==> config.mk <==
export PLATFORM = sky130hd
export DESIGN_NAME = fft_frame_ctrl
export DESIGN_NICKNAME = d
export VERILOG_FILES = /design/src/rtl/fft_frame_ctrl.sv
export SDC_FILE = /design/constraint.sdc
export NUM_CORES = 1
export LEC_CHECK = 0
export CAP_MARGIN = 20
export CORE_MARGIN = 2
export CORE_UTILIZATION = 40
export DETAILED_ROUTE_END_ITERATION = 6
export HOLD_SLACK_MARGIN = 0.1
export PLACE_DENSITY = 0.71
export SETUP_SLACK_MARGIN = 0.4
export SLEW_MARGIN = 40
export SYNTH_ARGS = -nofsm -noshare
export SYNTH_HDL_FRONTEND = slang
export SYNTH_SLANG_ARGS = --single-unit
==> constraint.sdc <==
create_clock -name clk -period 3.3 [get_ports clk]
set_input_delay 0.66 -clock clk [delete_from_list [all_inputs] [get_ports clk]]
set_output_delay 0.66 -clock clk [all_outputs]
set_load 0.005 [all_outputs]
==> src/rtl/fft_frame_ctrl.sv <==
// fft_frame_ctrl: frames input samples into N-point FFT frames, injects zero flush frames
// when the stream idles, and tags/labels pipeline results by frame.
module fft_frame_ctrl #(
  parameter int N         = 32,
  parameter int IDLE_GAP  = 4,
  parameter int TAG_DEPTH = 4,
  parameter int RW        = 16
) (
  input  logic                    clk,
  input  logic                    rst_n,
  input  logic                    in_valid,
  output logic                    in_ready,
  input  logic signed [10:0]      in_r,
  input  logic signed [10:0]      in_i,
  input  logic                    flush_req,
  output logic                    pipe_valid,
  output logic signed [10:0]      pipe_r,
  output logic signed [10:0]      pipe_i,
  input  logic                    res_valid,
  input  logic signed [RW-1:0]    res_r,
  input  logic signed [RW-1:0]    res_i,
  output logic                    out_valid,
  output logic signed [RW-1:0]    out_r,
  output logic signed [RW-1:0]    out_i,
  output logic [$clog2(N)-1:0]    out_idx,
  output logic                    out_last,
  output logic                    busy,
  output logic                    err
);
  localparam int LN = $clog2(N);
  localparam int TW = $clog2(TAG_DEPTH);
  localparam int GW = $clog2(IDLE_GAP + 1);
  typedef enum logic [1:0] {IDLE, LOAD, FLUSH} state_t;
  state_t state_q, state_d;
  logic [LN-1:0] cnt_q, cnt_d, ocnt_q, rev;
  logic [GW-1:0] idle_q, idle_d;
  logic pend_q, pend_d, alive_q;
  logic [TAG_DEPTH-1:0] tags_q;
  logic [TW-1:0] wp_q, rp_q;
  logic [TW:0] tcnt_q;
  logic pipe_valid_q, out_valid_q, out_last_q, err_q;
  logic signed [10:0] pipe_r_q, pipe_i_q;
  logic signed [RW-1:0] out_r_q, out_i_q;
  logic [LN-1:0] out_idx_q;
  logic full, acc, tail_real, go_flush, flush_end, push, have, take, pop;
  assign full      = tcnt_q == (TW+1)'(TAG_DEPTH);
  assign in_ready  = alive_q && state_q != FLUSH && !(state_q == IDLE && full);
  assign acc       = in_valid && in_ready;
  // the newest queued tag being REAL means a real frame still needs draining
  assign tail_real = tcnt_q != '0 && tags_q[wp_q - 1'b1];
  assign go_flush  = state_q == IDLE && !acc && (idle_q == GW'(IDLE_GAP) || pend_q || flush_req)
                     && tail_real && !full;
  assign flush_end = state_q == FLUSH && cnt_q == LN'(N - 1);
  assign push      = (state_q == IDLE && acc) || go_flush;
  assign have      = tcnt_q != '0;
  assign take      = res_valid && have;
  assign pop       = take && ocnt_q == LN'(N - 1);
  always_comb begin
    state_d = go_flush ? FLUSH : (flush_end || (acc && cnt_q == LN'(N - 1))) ? IDLE : acc ? LOAD : state_q;
    cnt_d   = (acc || state_q == FLUSH) ? cnt_q + 1'b1 : cnt_q;
    idle_d  = (acc || flush_end) ? '0 :
              (state_q == IDLE && !in_valid && idle_q != GW'(IDLE_GAP)) ? idle_q + 1'b1 : idle_q;
    pend_d  = go_flush ? 1'b0 : pend_q | flush_req;
    rev     = '0;
    for (int b = 0; b < LN; b++) rev[b] = ocnt_q[LN-1-b];
  end
  always_ff @(posedge clk or negedge rst_n) begin
    if (!rst_n) begin
      state_q      <= IDLE;
      cnt_q        <= '0;
      idle_q       <= '0;
      pend_q       <= 1'b0;
      alive_q      <= 1'b0;
      tags_q       <= '0;
      wp_q         <= '0;
      rp_q         <= '0;
      tcnt_q       <= '0;
      ocnt_q       <= '0;
      pipe_valid_q <= 1'b0;
      pipe_r_q     <= '0;
      pipe_i_q     <= '0;
      out_valid_q  <= 1'b0;
      out_last_q   <= 1'b0;
      out_idx_q    <= '0;
      out_r_q      <= '0;
      out_i_q      <= '0;
      err_q        <= 1'b0;
    end else begin
      state_q      <= state_d;
      cnt_q        <= cnt_d;
      idle_q       <= idle_d;
      pend_q       <= pend_d;
      alive_q      <= 1'b1;
      pipe_valid_q <= acc || state_q == FLUSH;
      pipe_r_q     <= acc ? in_r : '0;
      pipe_i_q     <= acc ? in_i : '0;
      if (push) begin
        tags_q[wp_q] <= !go_flush;
        wp_q         <= wp_q + 1'b1;
      end
      if (pop) rp_q <= rp_q + 1'b1;
      tcnt_q      <= tcnt_q + (TW+1)'(push) - (TW+1)'(pop);
      out_valid_q <= take && tags_q[rp_q];
      out_last_q  <= take && tags_q[rp_q] && ocnt_q == LN'(N - 1);
      if (take) begin
        ocnt_q    <= ocnt_q + 1'b1;
        out_idx_q <= rev;
        out_r_q   <= res_r;
        out_i_q   <= res_i;
      end
      if (res_valid && !have) err_q <= 1'b1;
    end
  end
  assign pipe_valid = pipe_valid_q;
  assign pipe_r     = pipe_r_q;
  assign pipe_i     = pipe_i_q;
  assign out_valid  = out_valid_q;
  assign out_r      = out_r_q;
  assign out_i      = out_i_q;
  assign out_idx    = out_idx_q;
  assign out_last   = out_last_q;
  assign busy       = state_q != IDLE || tcnt_q != '0;
  assign err        = err_q;
endmodule

# Word level (Yosys, flattened, before mapping)
# Cells that the tools add are included.
[totals]
reg_bits = 91
latch_bits = 0
mem_bits_rw = 0
mem_bits_ro = 0
inputBits = 59
out_inout_bits = 65
n_memories = 0
[classes]
addsub = 8
mul = 0
div = 0
magnitude_cmp = 4
eq_ne = 7
n_shift = 0
n_mux = 15
n_bitwise = 1
reduce_logical = 38
[op_table]
columns = ["op", "count"]
rows = [
  ["2-to-1 mux 11 bit", 2],
  ["logical AND 1 bit", 20],
  ["adder 5 x 1 -> 5 bit, second input constant", 2],
  ["== test 5 bit, second input constant", 2],
  ["less-than comparator 2 x 3 -> 1 bit, second input constant", 3],
  ["logical OR 1 bit", 7],
  ["== test 3 bit, second input constant", 2],
  ["logical NOT 1 bit", 6],
  ["2-to-1 mux 2 bit", 3],
  ["2-to-1 mux 3 bit", 2],
  ["nonzero test 3 bit", 2],
  ["adder 2 x 1 -> 2 bit, second input constant", 2],
  ["binary-select mux 1 bit (select 2 bit)", 2],
  ["bitwise mux 4 bit", 1],
  ["2-to-1 mux 1 bit", 4],
  ["nonzero test 2 bit", 2],
  ["adder 3 x 1 -> 3 bit", 1],
  ["adder 3 x 1 -> 3 bit, second input constant", 1],
  ["inequality test 3 bit, second input constant", 1],
  ["subtractor 3 x 1 -> 3 bit", 1],
  ["demux 1 bit (select 2 bit)", 1],
  ["== test 2 bit, second input constant", 1],
  [">= comparator 2 x 1 -> 1 bit, second input constant", 1],
  ["logical NOT 2 bit", 1],
  ["3 further kinds", 3],
]

# Longest topological paths before layout
[depth]
ltp_word = 13
depth_mapped = 11

# Worst setup path before layout
# No wires, ideal clock.
[synth_path]
kind = "register -> register"
start = "register wp_q[0]"
end = "register tcnt_q[2]"
setup_time_ns = 0.124
t_arrival_ns = 2.455
required_time_ns = 3.176
path_slack_ns = 0.721
stages_incl_launch_ff = 12
period_less_slack_ns = 2.579
path_cell_list = "dfrtp_1 inv_1 ha_1 mux4_2 and4_4 buf_6 nor2_8 xor2_1 ha_1 fa_1 xor2_1 xnor2_1"
[synth_between]
elab_chain_len = 9
[synth_lines]
columns = ["element", "line", "text"]
rows = [
  ["from (decl)", "39", "logic [TW-1:0] wp_q, rp_q;"],
  ["from (signal assigned)", "99", "wp_q <= wp_q + 1'b1;"],
  ["subtractor 2 x 1 -> 2 bit", "50", "assign tail_real = tcnt_q != '0 && tags_q[wp_q - 1'b1];"],
  ["binary-select mux 1 bit (select 2 bit)", "50", ""],
  ["2-to-1 mux 1 bit (not written as such)", "50", ""],
  ["logical AND 1 bit", "50", ""],
  ["logical AND 1 bit (2 in series)", "52", "&& tail_real && !full;"],
  ["logical OR 1 bit", "54", "assign push = (state_q == IDLE && acc) || go_flush;"],
  ["adder 3 x 1 -> 3 bit", "102", "tcnt_q <= tcnt_q + (TW+1)'(push) - (TW+1)'(pop);"],
  ["subtractor 3 x 1 -> 3 bit", "102", ""],
  ["to (signal assigned)", "102", ""],
  ["to (decl)", "40", "logic [TW:0] tcnt_q;"],
]
# No other way between the ends. The select of a mux whose other input is x is not followed.
# A chain may end at the register's enable or synchronous reset.

# Final worst setup path
[layout_path]
start = "input port in_valid"
end = "register tcnt_q[2]"
[layout_between]
elab_chain_len = 9
[layout_lines]
columns = ["element", "line", "text"]
rows = [
  ["from (decl)", "11", "input logic in_valid,"],
  ["logical AND 1 bit (*)", "48", "assign acc = in_valid && in_ready;"],
  ["logical NOT 1 bit", "51", "assign go_flush = state_q == IDLE && !acc && (idle_q == GW'(IDLE_GAP) || pend_q || flush_req)"],
  ["logical AND 1 bit (2 in series)", "51", ""],
  ["logical AND 1 bit (2 in series)", "52", ""],
  ["logical OR 1 bit (*)", "54", ""],
  ["adder 3 x 1 -> 3 bit (*)", "102", ""],
  ["subtractor 3 x 1 -> 3 bit (*)", "102", ""],
]
# Every way passes the cells marked *; elsewhere a longest branch is shown, timed or not.

==> metrics.csv <==
stage,metric,value,unit
layout,stdcell_area,0.00533,sq mm
critical_path,crit_buf_inv,1,
power_and_ir_drop,clockPowerShare,21.9,%
placed_design,hpwl,5680,um
timing,finalHoldViolations,0,
synthesis,avgSynthCellArea,10.9,sq um
synthesis,yosys.area.top_type,dfrtp_1,
global_route,gr-total-overflow,0,
power_and_ir_drop,swShare,30.5,%
floorplan,io_pins,124,
layout,n_fill_cell,795,
job,cap_violations,0,
timing,tns,0,ps
timing,final_max_slew_viol_count,0,
cts,post_cts_resize_count,0,
cts,postCtsSetupBuffers,0,
layout,final_util,58.2,%
floorplan,core_area,0.00915,sq mm
global_route,grt_pass1_vias,2811,
cts,htreeDepth,3,
timing,rsz0062_at_grt,false,
synthesis,ys_ff_latch,91,
critical_path,r2r_start,wp_q[0]$_DFFE_PN0P_,
critical_path,crit_type,in -> reg,
placed_design,place_congestion,0.805,
critical_path,crit_family,simple AND/OR/NAND/NOR gates,
cts,clk_latency,350,ps
critical_path,crit_slowest_cell,nor4_4,
critical_path,critPathCapture,tcnt_q[2]$_DFF_PN0_,
synthesis,synthCells,342,
global_route,grt_antenna_before_repair,0,
power_and_ir_drop,pwr-share-seq,47.0,%
route,drtIter0Drc,95,
floorplan,die_h,101,um
timing,relSlewSlack,61.1,%
layout,fin_nets,539,
critical_path,r2r_slack,570,ps
timing,fin_crit_sh,82.9,%
route,vias_per_cell,4.66,
route,route.detailed.drc,0,
global_route,grt_max_degree,61,
critical_path,start_kind,primary input,
route,top_layer_used,met4,
route,wl,7760,um
synthesis,synth_ff_type,dfrtp_1,
timing,setup_viol,0,
timing,fmax,0.365,GHz
worst_hold_path,holdCritPathClass,in -> async,
floorplan,initial_utilization,40.9,%
power_and_ir_drop,power_frac_comb,31.1,%
synthesis,synth_most_common_cell,nand2_1,
critical_path,worstSetupStartpoint,in_valid,
critical_path,crit_required,3520,ps
placed_design,dpl_cell_area,0.00512,sq mm
critical_path,cp_slowest_stage_delay,520,ps
route,wl_met1,3230,um
floorplan,rows,35,
power_and_ir_drop,switchingPower,0.00106,W
critical_path,crit_chain,"clkdlybuf4s50_1, nand2_1, nor4_4, nor2_8, xor2_1, ha_1, fa_1, xor2_1, xnor2_1",
timing,fin_crit,2740,ps
cts,cts_tree,built,
placed_design,io_buffers,123,
cts,clk_pin_slew,90,ps
power_and_ir_drop,internal_power,0.00241,W
critical_path,r2r-end,tcnt_q[2]$_DFF_PN0_,
placed_design,dp.cells,568,
synthesis,synthArstFlopShare,100,%
cts,root_buffer,clkbuf_8,
route,wl_per_cell,13.3,um
critical_path,cp_data_arrival_time,2950,ps
layout,drive_above_1_share,8.46,%
timing,tightest_slew,579,ps
synthesis,synth-edff-count,0,
power_and_ir_drop,p_per_area,650,mW/mm^2
global_route,grtUsageTotal,16.1,%
critical_path,cp_max_fo,6,
synthesis,synth_common_cells,"nand2_1, dfrtp_1, and2_1",
layout,syn2layout_area_growth,42.4,%
synthesis,yosys-top-cells-area,"dfrtp_1, nand2_1, and2_1",
synthesis,netlist_area,0.00374,sq mm
layout,multi_input_area,0.00138,sq mm
floorplan,die_w,101,um
layout,seqCellArea,0.00228,sq mm
layout,finalNonFillerCells,584,
global_route,grt_pass1_wl,12900,um
synthesis,synth_nets,413,
cts,clock_path_buffers,2,
synthesis,post_synth_num_cell_types,43,
cts,ctsHoldBuffers,0,
timing,skew,17.2,ps
floorplan,die-area,0.0101,sq mm
critical_path,cp-end-kind,register,
cts,clkSinkCount,91,
route,vias,2723,
critical_path,reg2reg_depth,10,
layout,n_antenna_cell,0,
route,met2_length,3660,um
power_and_ir_drop,p_leak,2.47,nW
route,routed-wl-met3,785,um
route,dr.pass1.iters,4,
power_and_ir_drop,max-vdd-ir-drop,0.316,mV
synthesis,synth_top_area_share,60.8,%
synthesis,synth_warnings,0,
critical_path,crit_cells,9,
critical_path,path_common_cell,xor2_1,
outcome,outcome,finished clean,
cts,numCtsBuffers,9,
route,ant_nets,0,
synthesis,ys_seq_area_share,60.8,%
==> cell families (layout without fill, tap and decap cells) <==
group,count (synthesis),after routing,share of synthesized area [%]
buf+inv,23,154,2.71
fa+ha+maj,12,12,4.21
simple gates,177,177,22.5
mux,6,6,2.51
other cells,1,1,0.100
compound gates,19,19,4.11
flops,91,91,60.8
xor+xnor,13,13,3.04
==> flip-flops by register name (all words and copies together) (netlist names) <==
name	count
rp_q	2
out_valid	1
out_idx	5
alive_q	1
pipe_i	11
out_r	16
cnt_q	5
err	1
idle_q	3
tcnt_q	3
ocnt_q	5
out_last	1
wp_q	2
out_i	16
pipe_r	11
pend_q	1
tags_q	4
state_q	2
pipe_valid	1
==> worst min-delay path by stage <==
stage	to	slack, ps	cells after the start
after global routing	pipe_valid$_DFF_PN0_	290	1
final	cnt_q[0]$_DFFE_PN0P_	270	1
after CTS	pipe_i[3]$_DFF_PN0_	400	1
after global placement	err$_DFFE_PN0P_	450	1
after floorplan	alive_q$_DFF_PN0_	360	0
after detailed placement	err$_DFFE_PN0P_	450	1
==> cell type report <==
cell class | count | share of cell area (%)
clock buffer | 11 | 2.65
clock inverter | 5 | 1.15
inverter | 10 | 0.704
multi-input combinational | 228 | 26.0
sequential | 91 | 42.7
tap | 111 | 2.61
timing repair buffer | 128 | 24.2
==> per-layer routing <==
layer  track usage (%)  vias up
met5                 0        -
met2              26.8       98
met1              18.9     1283
met4              5.16        0
li1                  -     1334
met3              6.66        8
==> per-stage QoR <==
stage	hold slack [ps]	total power, W	worst slack [ps]
6_report	274	0.00346	563
5_1_grt	290	0.00372	401
4_1_cts	396	0.00352	580
3_5_place_dp	450	0.00274	215
3_3_place_gp	450	0.00268	310
2_1_floorplan	364	0.00214	721
==> power groups by stage <==
stage	Clock, W	Sequential, W	Combinational, W
detailed placement	0	0.00165	0.00110
finish	0.000759	0.00163	0.00108
CTS	0.000788	0.00163	0.00110
floorplan	0	0.00162	0.000523
global route	0.000837	0.00167	0.00121
global placement	0	0.00163	0.00105
==> placed cells by master, fill, tap and decap left out, drive strengths merged, types with 2 or more instances in the layout <==
cell and instances:
nor2 11, nor3 2, dfrtp 91, o21ai 6
a22oi 4, nand2 123, nand4 3, nor2b 3
mux4 2, mux2 4, nand3 2, clkdlybuf4s50 122
clkbuf 11, buf 6, inv 11, clkinvlp 3
and2 23, xor2 4, xnor2 9, a21oi 3
ha 11, and3 3
==> worst register-to-register path: cells and delay by family (launching register included) <==
| family | cells | cell delay [ps] |
|---|---|---|
| XOR/XNOR | 3 | 400 |
| AND/OR/NAND/NOR | 2 | 390 |
| multiplexers | 1 | 320 |
| flip-flops | 1 | 490 |
| adder cells (fa/ha/maj) | 3 | 910 |
| buffers and inverters | 1 | 100 |
Power figures use the tool's default switching activity.
